$ cat config.mk
export PLATFORM = sky130hd
export DESIGN_NAME = load_store_unit_flat
export DESIGN_NICKNAME = d
export VERILOG_FILES = /design/src/rtl/lsu_pkg.sv /design/src/rtl/lsu_bus_if.sv /design/src/rtl/lsu_align.sv /design/src/rtl/load_store_unit.sv /design/src/flat_wrapper.sv
export SDC_FILE = /design/constraint.sdc
export NUM_CORES = 1
export LEC_CHECK = 0
export ABC_AREA = 1
export CAP_MARGIN = 20
export CORE_MARGIN = 4
export CORE_UTILIZATION = 49
export CTS_CLUSTER_SIZE = 25
export DETAILED_ROUTE_END_ITERATION = 10
export PLACE_DENSITY = 0.93
export REMOVE_ABC_BUFFERS = 1
export SYNTH_ARGS = -nofsm -noshare
export SYNTH_HDL_FRONTEND = slang
export SYNTH_SLANG_ARGS = --single-unit
$ cat constraint.sdc
create_clock -name clock -period 2.23 [get_ports clock]
set_input_delay 0.446 -clock clock [delete_from_list [all_inputs] [get_ports clock]]
set_output_delay 0.446 -clock clock [all_outputs]
set_load 0.02 [all_outputs]
$ cat src/rtl/lsu_pkg.sv
// rtl/lsu_pkg.sv - shared funct3 codes, FSM states and strobe constants for the load/store unit
// Purpose: common definitions imported by lsu_align and load_store_unit.
// Ports: none (package).
package lsu_pkg;

  localparam logic [2:0] F3_LB  = 3'b000;
  localparam logic [2:0] F3_LH  = 3'b001;
  localparam logic [2:0] F3_LW  = 3'b010;
  localparam logic [2:0] F3_LBU = 3'b100;
  localparam logic [2:0] F3_LHU = 3'b101;
  localparam logic [2:0] F3_SB  = 3'b000;
  localparam logic [2:0] F3_SH  = 3'b001;
  localparam logic [2:0] F3_SW  = 3'b010;

  localparam logic [3:0] STRB_NONE = 4'b0000;
  localparam logic [3:0] STRB_B    = 4'b0001;
  localparam logic [3:0] STRB_H    = 4'b0011;
  localparam logic [3:0] STRB_W    = 4'b1111;

  typedef enum logic [1:0] {
    ST_IDLE = 2'd0,
    ST_BUS  = 2'd1,
    ST_RESP = 2'd2
  } lsu_state_e;

endpackage

$ cat src/rtl/lsu_bus_if.sv
// rtl/lsu_bus_if.sv - valid/ready word data bus between the load/store unit and the SoC
// Purpose: bundles the data-bus handshake, address, strobes and data.
// Ports (master view): bus_valid/bus_we/bus_addr/bus_wstrb/bus_wdata out;
//                      bus_ready/bus_rdata/bus_error in. Slave view is the mirror.
interface lsu_bus_if;
  logic        bus_valid;
  logic        bus_ready;
  logic        bus_we;
  logic [31:0] bus_addr;
  logic [3:0]  bus_wstrb;
  logic [31:0] bus_wdata;
  logic [31:0] bus_rdata;
  logic        bus_error;

  modport master (
    output bus_valid, bus_we, bus_addr, bus_wstrb, bus_wdata,
    input  bus_ready, bus_rdata, bus_error
  );

  modport slave (
    input  bus_valid, bus_we, bus_addr, bus_wstrb, bus_wdata,
    output bus_ready, bus_rdata, bus_error
  );
endinterface

$ cat src/rtl/lsu_align.sv
// rtl/lsu_align.sv - combinational width decode, store lane steering and load extension
// Purpose: turns funct3 + byte offset into strobes/replicated store data and
//   width/alignment faults; extracts and extends the addressed lane of a read word.
// Ports: is_store, funct3, off, wdata in -> wstrb, wlanes, bad_width, misaligned out;
//        ld_funct3, ld_off, rdata_word in -> ld_data out.
module lsu_align
  import lsu_pkg::*;
(
  input  logic        is_store,
  input  logic [2:0]  funct3,
  input  logic [1:0]  off,
  input  logic [31:0] wdata,
  output logic [3:0]  wstrb,
  output logic [31:0] wlanes,
  output logic        bad_width,
  output logic        misaligned,
  input  logic [2:0]  ld_funct3,
  input  logic [1:0]  ld_off,
  input  logic [31:0] rdata_word,
  output logic [31:0] ld_data
);
  logic [31:0] lane;

  always_comb begin
    wstrb      = STRB_NONE;
    wlanes     = wdata;
    bad_width  = 1'b0;
    misaligned = 1'b0;
    if (is_store) begin
      case (funct3)
        F3_SB: begin
          wstrb  = STRB_B << off;
          wlanes = {4{wdata[7:0]}};
        end
        F3_SH: begin
          wstrb  = STRB_H << {off[1], 1'b0};
          wlanes = {2{wdata[15:0]}};
        end
        F3_SW:   wstrb = STRB_W;
        default: bad_width = 1'b1;
      endcase
    end else begin
      case (funct3)
        F3_LB, F3_LH, F3_LW, F3_LBU, F3_LHU: bad_width = 1'b0;
        default:                             bad_width = 1'b1;
      endcase
    end
    // Low two funct3 bits give the access size for both loads and stores.
    case (funct3[1:0])
      2'b01:   misaligned = off[0];
      2'b10:   misaligned = (off != 2'b00);
      default: misaligned = 1'b0;
    endcase
  end

  always_comb begin
    lane = rdata_word >> {ld_off, 3'b000};
    case (ld_funct3)
      F3_LB:   ld_data = {{24{lane[7]}}, lane[7:0]};
      F3_LH:   ld_data = {{16{lane[15]}}, lane[15:0]};
      F3_LBU:  ld_data = {24'h0, lane[7:0]};
      F3_LHU:  ld_data = {16'h0, lane[15:0]};
      default: ld_data = lane;
    endcase
  end
endmodule

$ cat src/rtl/load_store_unit.sv
// rtl/load_store_unit.sv - stalls the core while a load/store runs on the valid/ready data bus
// Purpose: IDLE -> BUS -> RESP sequencer with bus timeout and fault reporting.
// Ports: clock, reset (async, active low); req_read, req_write, funct3, addr, wdata in;
//        stall, rdata, fault out; bus (lsu_bus_if.master) to the SoC data bus.
module load_store_unit
  import lsu_pkg::*;
#(
  parameter int BITSIZE        = 32,
  parameter int TIMEOUT_CYCLES = 255
) (
  input  logic               clock,
  input  logic               reset,
  input  logic               req_read,
  input  logic               req_write,
  input  logic [2:0]         funct3,
  input  logic [BITSIZE-1:0] addr,
  input  logic [BITSIZE-1:0] wdata,
  output logic               stall,
  output logic [BITSIZE-1:0] rdata,
  output logic               fault,
  lsu_bus_if.master          bus
);
  localparam int CW = $clog2(TIMEOUT_CYCLES + 1);
  localparam logic [CW-1:0] CNT_LAST = CW'(TIMEOUT_CYCLES - 1);

  lsu_state_e  state, state_d;
  logic [CW-1:0] cnt;
  logic [31:0] addr_q, wdata_q, rdata_q;
  logic [3:0]  wstrb_q;
  logic        we_q, fault_q;
  logic [2:0]  ld_f3_q;
  logic [1:0]  ld_off_q;

  logic        req, illegal, bad_width, misaligned;
  logic [3:0]  al_wstrb;
  logic [31:0] al_wlanes, ld_data;

  lsu_align u_align (
    .is_store   (req_write),
    .funct3     (funct3),
    .off        (addr[1:0]),
    .wdata      (wdata),
    .wstrb      (al_wstrb),
    .wlanes     (al_wlanes),
    .bad_width  (bad_width),
    .misaligned (misaligned),
    .ld_funct3  (ld_f3_q),
    .ld_off     (ld_off_q),
    .rdata_word (bus.bus_rdata),
    .ld_data    (ld_data)
  );

  assign req     = req_read | req_write;
  assign illegal = (req_read & req_write) | bad_width | misaligned;

  always_ff @(posedge clock or negedge reset) begin
    if (!reset) state <= ST_IDLE;
    else        state <= state_d;
  end

  always_comb begin
    state_d = state;
    stall   = 1'b0;
    case (state)
      ST_IDLE: if (req) begin
        stall   = 1'b1;
        state_d = illegal ? ST_RESP : ST_BUS;
      end
      ST_BUS: begin
        stall = 1'b1;
        if (bus.bus_ready || (cnt == CNT_LAST)) state_d = ST_RESP;
      end
      ST_RESP: state_d = ST_IDLE;
      default: state_d = ST_IDLE;
    endcase
    // A request held during reset must not freeze the core.
    if (!reset) stall = 1'b0;
  end

  always_ff @(posedge clock or negedge reset) begin
    if (!reset) begin
      cnt      <= '0;
      addr_q   <= '0;
      wdata_q  <= '0;
      rdata_q  <= '0;
      wstrb_q  <= STRB_NONE;
      we_q     <= 1'b0;
      fault_q  <= 1'b0;
      ld_f3_q  <= 3'b000;
      ld_off_q <= 2'b00;
    end else begin
      fault_q <= 1'b0;
      case (state)
        ST_IDLE: if (req) begin
          cnt <= '0;
          if (illegal) begin
            fault_q <= 1'b1;
            rdata_q <= '0;
          end else begin
            addr_q   <= {addr[31:2], 2'b00};
            we_q     <= req_write;
            wstrb_q  <= req_write ? al_wstrb : STRB_NONE;
            wdata_q  <= al_wlanes;
            ld_f3_q  <= funct3;
            ld_off_q <= addr[1:0];
          end
        end
        ST_BUS: begin
          if (bus.bus_ready) begin
            rdata_q <= ld_data;
            fault_q <= bus.bus_error;
          end else if (cnt == CNT_LAST) begin
            rdata_q <= '0;
            fault_q <= 1'b1;
          end else begin
            cnt <= cnt + 1'b1;
          end
        end
        default: ;
      endcase
    end
  end

  // Valid follows the state register so an async reset drops it at once.
  assign bus.bus_valid = (state == ST_BUS);
  assign bus.bus_we    = we_q;
  assign bus.bus_addr  = addr_q;
  assign bus.bus_wstrb = wstrb_q;
  assign bus.bus_wdata = wdata_q;
  assign rdata         = rdata_q;
  assign fault         = fault_q;
endmodule
$ cat src/flat_wrapper.sv
// flat-port wrapper written by rule: the top's interface ports become plain ports
module load_store_unit_flat import lsu_pkg::*;
#(
  parameter int BITSIZE        = 32,
  parameter int TIMEOUT_CYCLES = 255
)
  (clock, reset, req_read, req_write, funct3, addr, wdata, stall, rdata, fault, bus_bus_valid, bus_bus_we, bus_bus_addr, bus_bus_wstrb, bus_bus_wdata, bus_bus_ready, bus_bus_rdata, bus_bus_error);
  lsu_bus_if bus_i ();
  input  logic clock;
  input  logic reset;
  input  logic req_read;
  input  logic req_write;
  input  logic [2:0] funct3;
  input  logic [BITSIZE-1:0] addr;
  input  logic [BITSIZE-1:0] wdata;
  output logic stall;
  output logic [BITSIZE-1:0] rdata;
  output logic fault;
  output wire logic [$bits(bus_i.bus_valid)-1:0] bus_bus_valid;
  output wire logic [$bits(bus_i.bus_we)-1:0] bus_bus_we;
  output wire logic [$bits(bus_i.bus_addr)-1:0] bus_bus_addr;
  output wire logic [$bits(bus_i.bus_wstrb)-1:0] bus_bus_wstrb;
  output wire logic [$bits(bus_i.bus_wdata)-1:0] bus_bus_wdata;
  input wire logic [$bits(bus_i.bus_ready)-1:0] bus_bus_ready;
  input wire logic [$bits(bus_i.bus_rdata)-1:0] bus_bus_rdata;
  input wire logic [$bits(bus_i.bus_error)-1:0] bus_bus_error;
  assign bus_bus_valid = bus_i.bus_valid;
  assign bus_bus_we = bus_i.bus_we;
  assign bus_bus_addr = bus_i.bus_addr;
  assign bus_bus_wstrb = bus_i.bus_wstrb;
  assign bus_bus_wdata = bus_i.bus_wdata;
  assign bus_i.bus_ready = bus_bus_ready;
  assign bus_i.bus_rdata = bus_bus_rdata;
  assign bus_i.bus_error = bus_bus_error;
  load_store_unit #(.BITSIZE(BITSIZE), .TIMEOUT_CYCLES(TIMEOUT_CYCLES)) u_core (.clock(clock), .reset(reset), .req_read(req_read), .req_write(req_write), .funct3(funct3), .addr(addr), .wdata(wdata), .stall(stall), .rdata(rdata), .fault(fault), .bus(bus_i));
endmodule
==> results of run 1 <==
## power breakdown
| group | internal (mW) | leakage [nW] | switching (mW) | total, mW |
|---|---|---|---|---|
| logic | 2.24 | 2.60 | 3.07 | 5.31 |
| registers | 2.90 | 1.49 | 0.577 | 3.48 |
| clock network | 2.00 | 0.304 | 0.957 | 2.96 |
## cell usage after synthesis (2+ instances only)
cell type	number
inv_2	6
ha_1	5
dfrtp_1	115
buf_2	16
buf_4	9
nand3_4	3
o21ai_1	9
o211ai_1	7
xor2_1	4
o21ai_0	50
nand2_2	3
clkbuf_1	10
nand2_1	431
nand3_1	44
clkbuf_2	2
nor3_1	5
a21oi_1	15
buf_6	2
nor2_1	16
inv_1	29
## stage by stage
| stage | area, µm² | TNS [ps] |
|---|---|---|
| after floorplan | 5570 | -13700 |
| after global placement | 8080 | -61.6 |
| after detailed placement | 8080 | -2270 |
| after CTS | 8710 | 0 |
| after global routing | 8720 | 0 |
| final | 8720 | 0 |
## routing by layer
layer | up-vias | GRT usage (%) | wire (µm)
met5 | - | 0 | 0
met4 | 0 | 9.79 | 576
met3 | 55 | 8.50 | 1620
met2 | 328 | 45.8 | 9300
met1 | 2856 | 33.1 | 7310
li1 | 2882 | - | -
## logic make-up after synthesis
kind of cell | count (synthesis) | share of synthesized area [%]
compound gates | 82 | 7.43
fa+ha+maj | 5 | 1.08
xor+xnor | 4 | 0.605
buf+inv | 75 | 6.09
flops | 115 | 49.7
simple gates | 505 | 35.0
other cells | 1 | 0.0648
## how the worst max path moves through the flow
| stage | startpoint | end | slack (ps) | cells past startpoint |
|---|---|---|---|---|
| finish | funct3[1] | u_core.bus.bus_wdata[3] | 210 | 11 |
| global route | funct3[1] | u_core.bus.bus_wdata[3] | 110 | 11 |
| CTS | u_core.state[1] | bus_bus_valid | 40 | 3 |
| detailed placement | req_write | stall | -90 | 4 |
| global placement | req_read | stall | -60 | 4 |
| floorplan | funct3[0] | u_core.bus.bus_addr[10] | -300 | 10 |
## critical path: stages
cell	delay, ps
clkdlybuf4s50_1	510
inv_1	90
ha_1	230
nor2_1	190
nand2_1	90
nand2_1	60
nand2_1	120
nand3_4	160
buf_4	230
nand2_1	70
o21ai_0	120
## flip-flops by register name (all words and copies together) (netlist names)
| register | count |
|---|---|
| u_core.ld_f3_q | 3 |
| u_core.fault | 1 |
| u_core.bus.bus_wstrb | 4 |
| u_core.rdata | 32 |
| u_core.bus.bus_addr | 30 |
| u_core.state | 2 |
| u_core.ld_off_q | 2 |
| u_core.bus.bus_wdata | 32 |
| u_core.bus.bus_we | 1 |
| u_core.cnt | 8 |
## repair_timing
| action | CTS | global route |
|---|---|---|
| hold endpoints to repair | 0 | 0 |
| cloned | 0 | 0 |
| hold buffers | 0 | 0 |
| gates resized for setup | 1 | 4 |
| endpoints found under the setup margin | 1 | 2 |
## cell type report
| class | count | share of cell area (%) |
|---|---|---|
| Inverter | 35 | 1.51 |
| Clock buffer | 22 | 5.21 |
| Clock inverter | 10 | 2.07 |
| Timing Repair Buffer | 232 | 26.7 |
| Tap cell | 143 | 2.05 |
| Sequential cell | 115 | 33.0 |
| Antenna cell | 1 | 0.0287 |
| Multi-Input combinational cell | 598 | 29.4 |
==> flow_metrics.tcl, run 1 <==
set metrics [dict create \
    antenna_found_initial 2 \
    status "finished clean" \
    dp_hpwl_um 12600 \
    grt_overflow 0 \
    core-area_um2 11500 \
    ir_drop_mv 0.867 \
    path_class "input port to flop" \
    wirelength_um 18800 \
    synth-seq-area-share_pct 49.7 \
    drt-pass1-iter-count 6 \
    cts_tree "yes" \
    clk_latency_ps 410 \
    final_cells 1156 \
    cts.sinks 115 \
    syn_inst 787 \
    utilization_pct 75.7 \
    final.period_utilization_pct 90.8 \
    multi_input_comb_area_um2 2560 \
    avgSynthCellArea_um2 7.36 \
    area_growth_pct 50.5 \
    dp_cells 1123 \
    pre_cts_ws_ps -90.5 \
    io_buffers 206 \
    end_kind "flop" \
    crit_fanout 16 \
    numCtsBuffers 17 \
    final_common_cell "nand2_1" \
    clockBufferDepth 2 \
    hold_path.class "input port to asynchronous set/reset pin" \
    syn_area_um2 5790 \
    htreeDepth 4 \
    skew_ps 9.35 \
    relSlewSlack_pct 56.1 \
    r2r_setup_slack_ps 370 \
    fin_ws_ps 206 \
    first_iter_violations 766 \
    path_clk_slew_ps 60 \
    grt_pass1_wl_um 29100 \
    rr_startpoint "u_core.ld_off_q[0]" \
    ys_types 26 \
    drc 0 \
    max-cap-violations 0 \
    p_total_mw 11.8 \
    synth_top_area_cell "dfrtp_1" \
    die_w_um 117 \
    avgViaCountPerCell 5.29 \
    regArea_um2 2880 \
    filler_cell_count 748 \
    rows 39 \
    synth_top_area_share_pct 49.7 \
    fin_crit_ps 2020 \
    ys.flop_type "dfrtp_1" \
    root_buffer "clkbuf_16" \
    holdWs_ps 143 \
    max_slew.worst_pin.slew_ps 658 \
    r2r_cells 8 \
    cp.arrival_ps 2320 \
    reg2reg_to "u_core.rdata[16]" \
    slew_violations 0 \
    synth_seq_cells 115 \
    drt.antenna.violating_nets 0 \
    initial_core_util_pct 50.3 \
    grt_max_degree 116 \
    hold_viol 0 \
    cp.required_ps 2530 \
    yosys_warnings 0 \
    p_leak_nw 4.40 \
    track_usage_pct 27.3 \
    post_cts_buffers 0 \
    synth_area_leaders "dfrtp_1 50%, nand2_1 28%, o21ai_0 4.3%, nand3_1 3.8%, inv_1 1.9%" \
    critical_path.startpoint_type "input port" \
    setup_viol 0 \
    die_h_um 117 \
    rsz0062_at_grt "no" \
    async_reset_ff_share_pct 100 \
    nNetsFinal 1109 \
    grt_pass1_vias 6013 \
    post_drt_wl_per_cell_um 16.3 \
    io_pins 209 \
    drive_gt1_share_pct 7.02 \
    max_freq_ghz 0.494 \
    powerDensity_nw_per_um2 1350 \
    vias 6121 \
    synth_edf_count 0 \
    final_cell_mix "431 x nand2_1, 203 x clkdlybuf4s50_1, 115 x dfrtp_1" \
    die-area_um2 13600 \
    place.gp.congestion 0.826 \
]
Power figures use the tool's default switching activity.
==> inputs of run 2 (changes only) <==
- TNS_END_PERCENT: not set -> 5
==> results of run 2 <==
No change in the layout: final DEF, timing and power equal those of run 1.
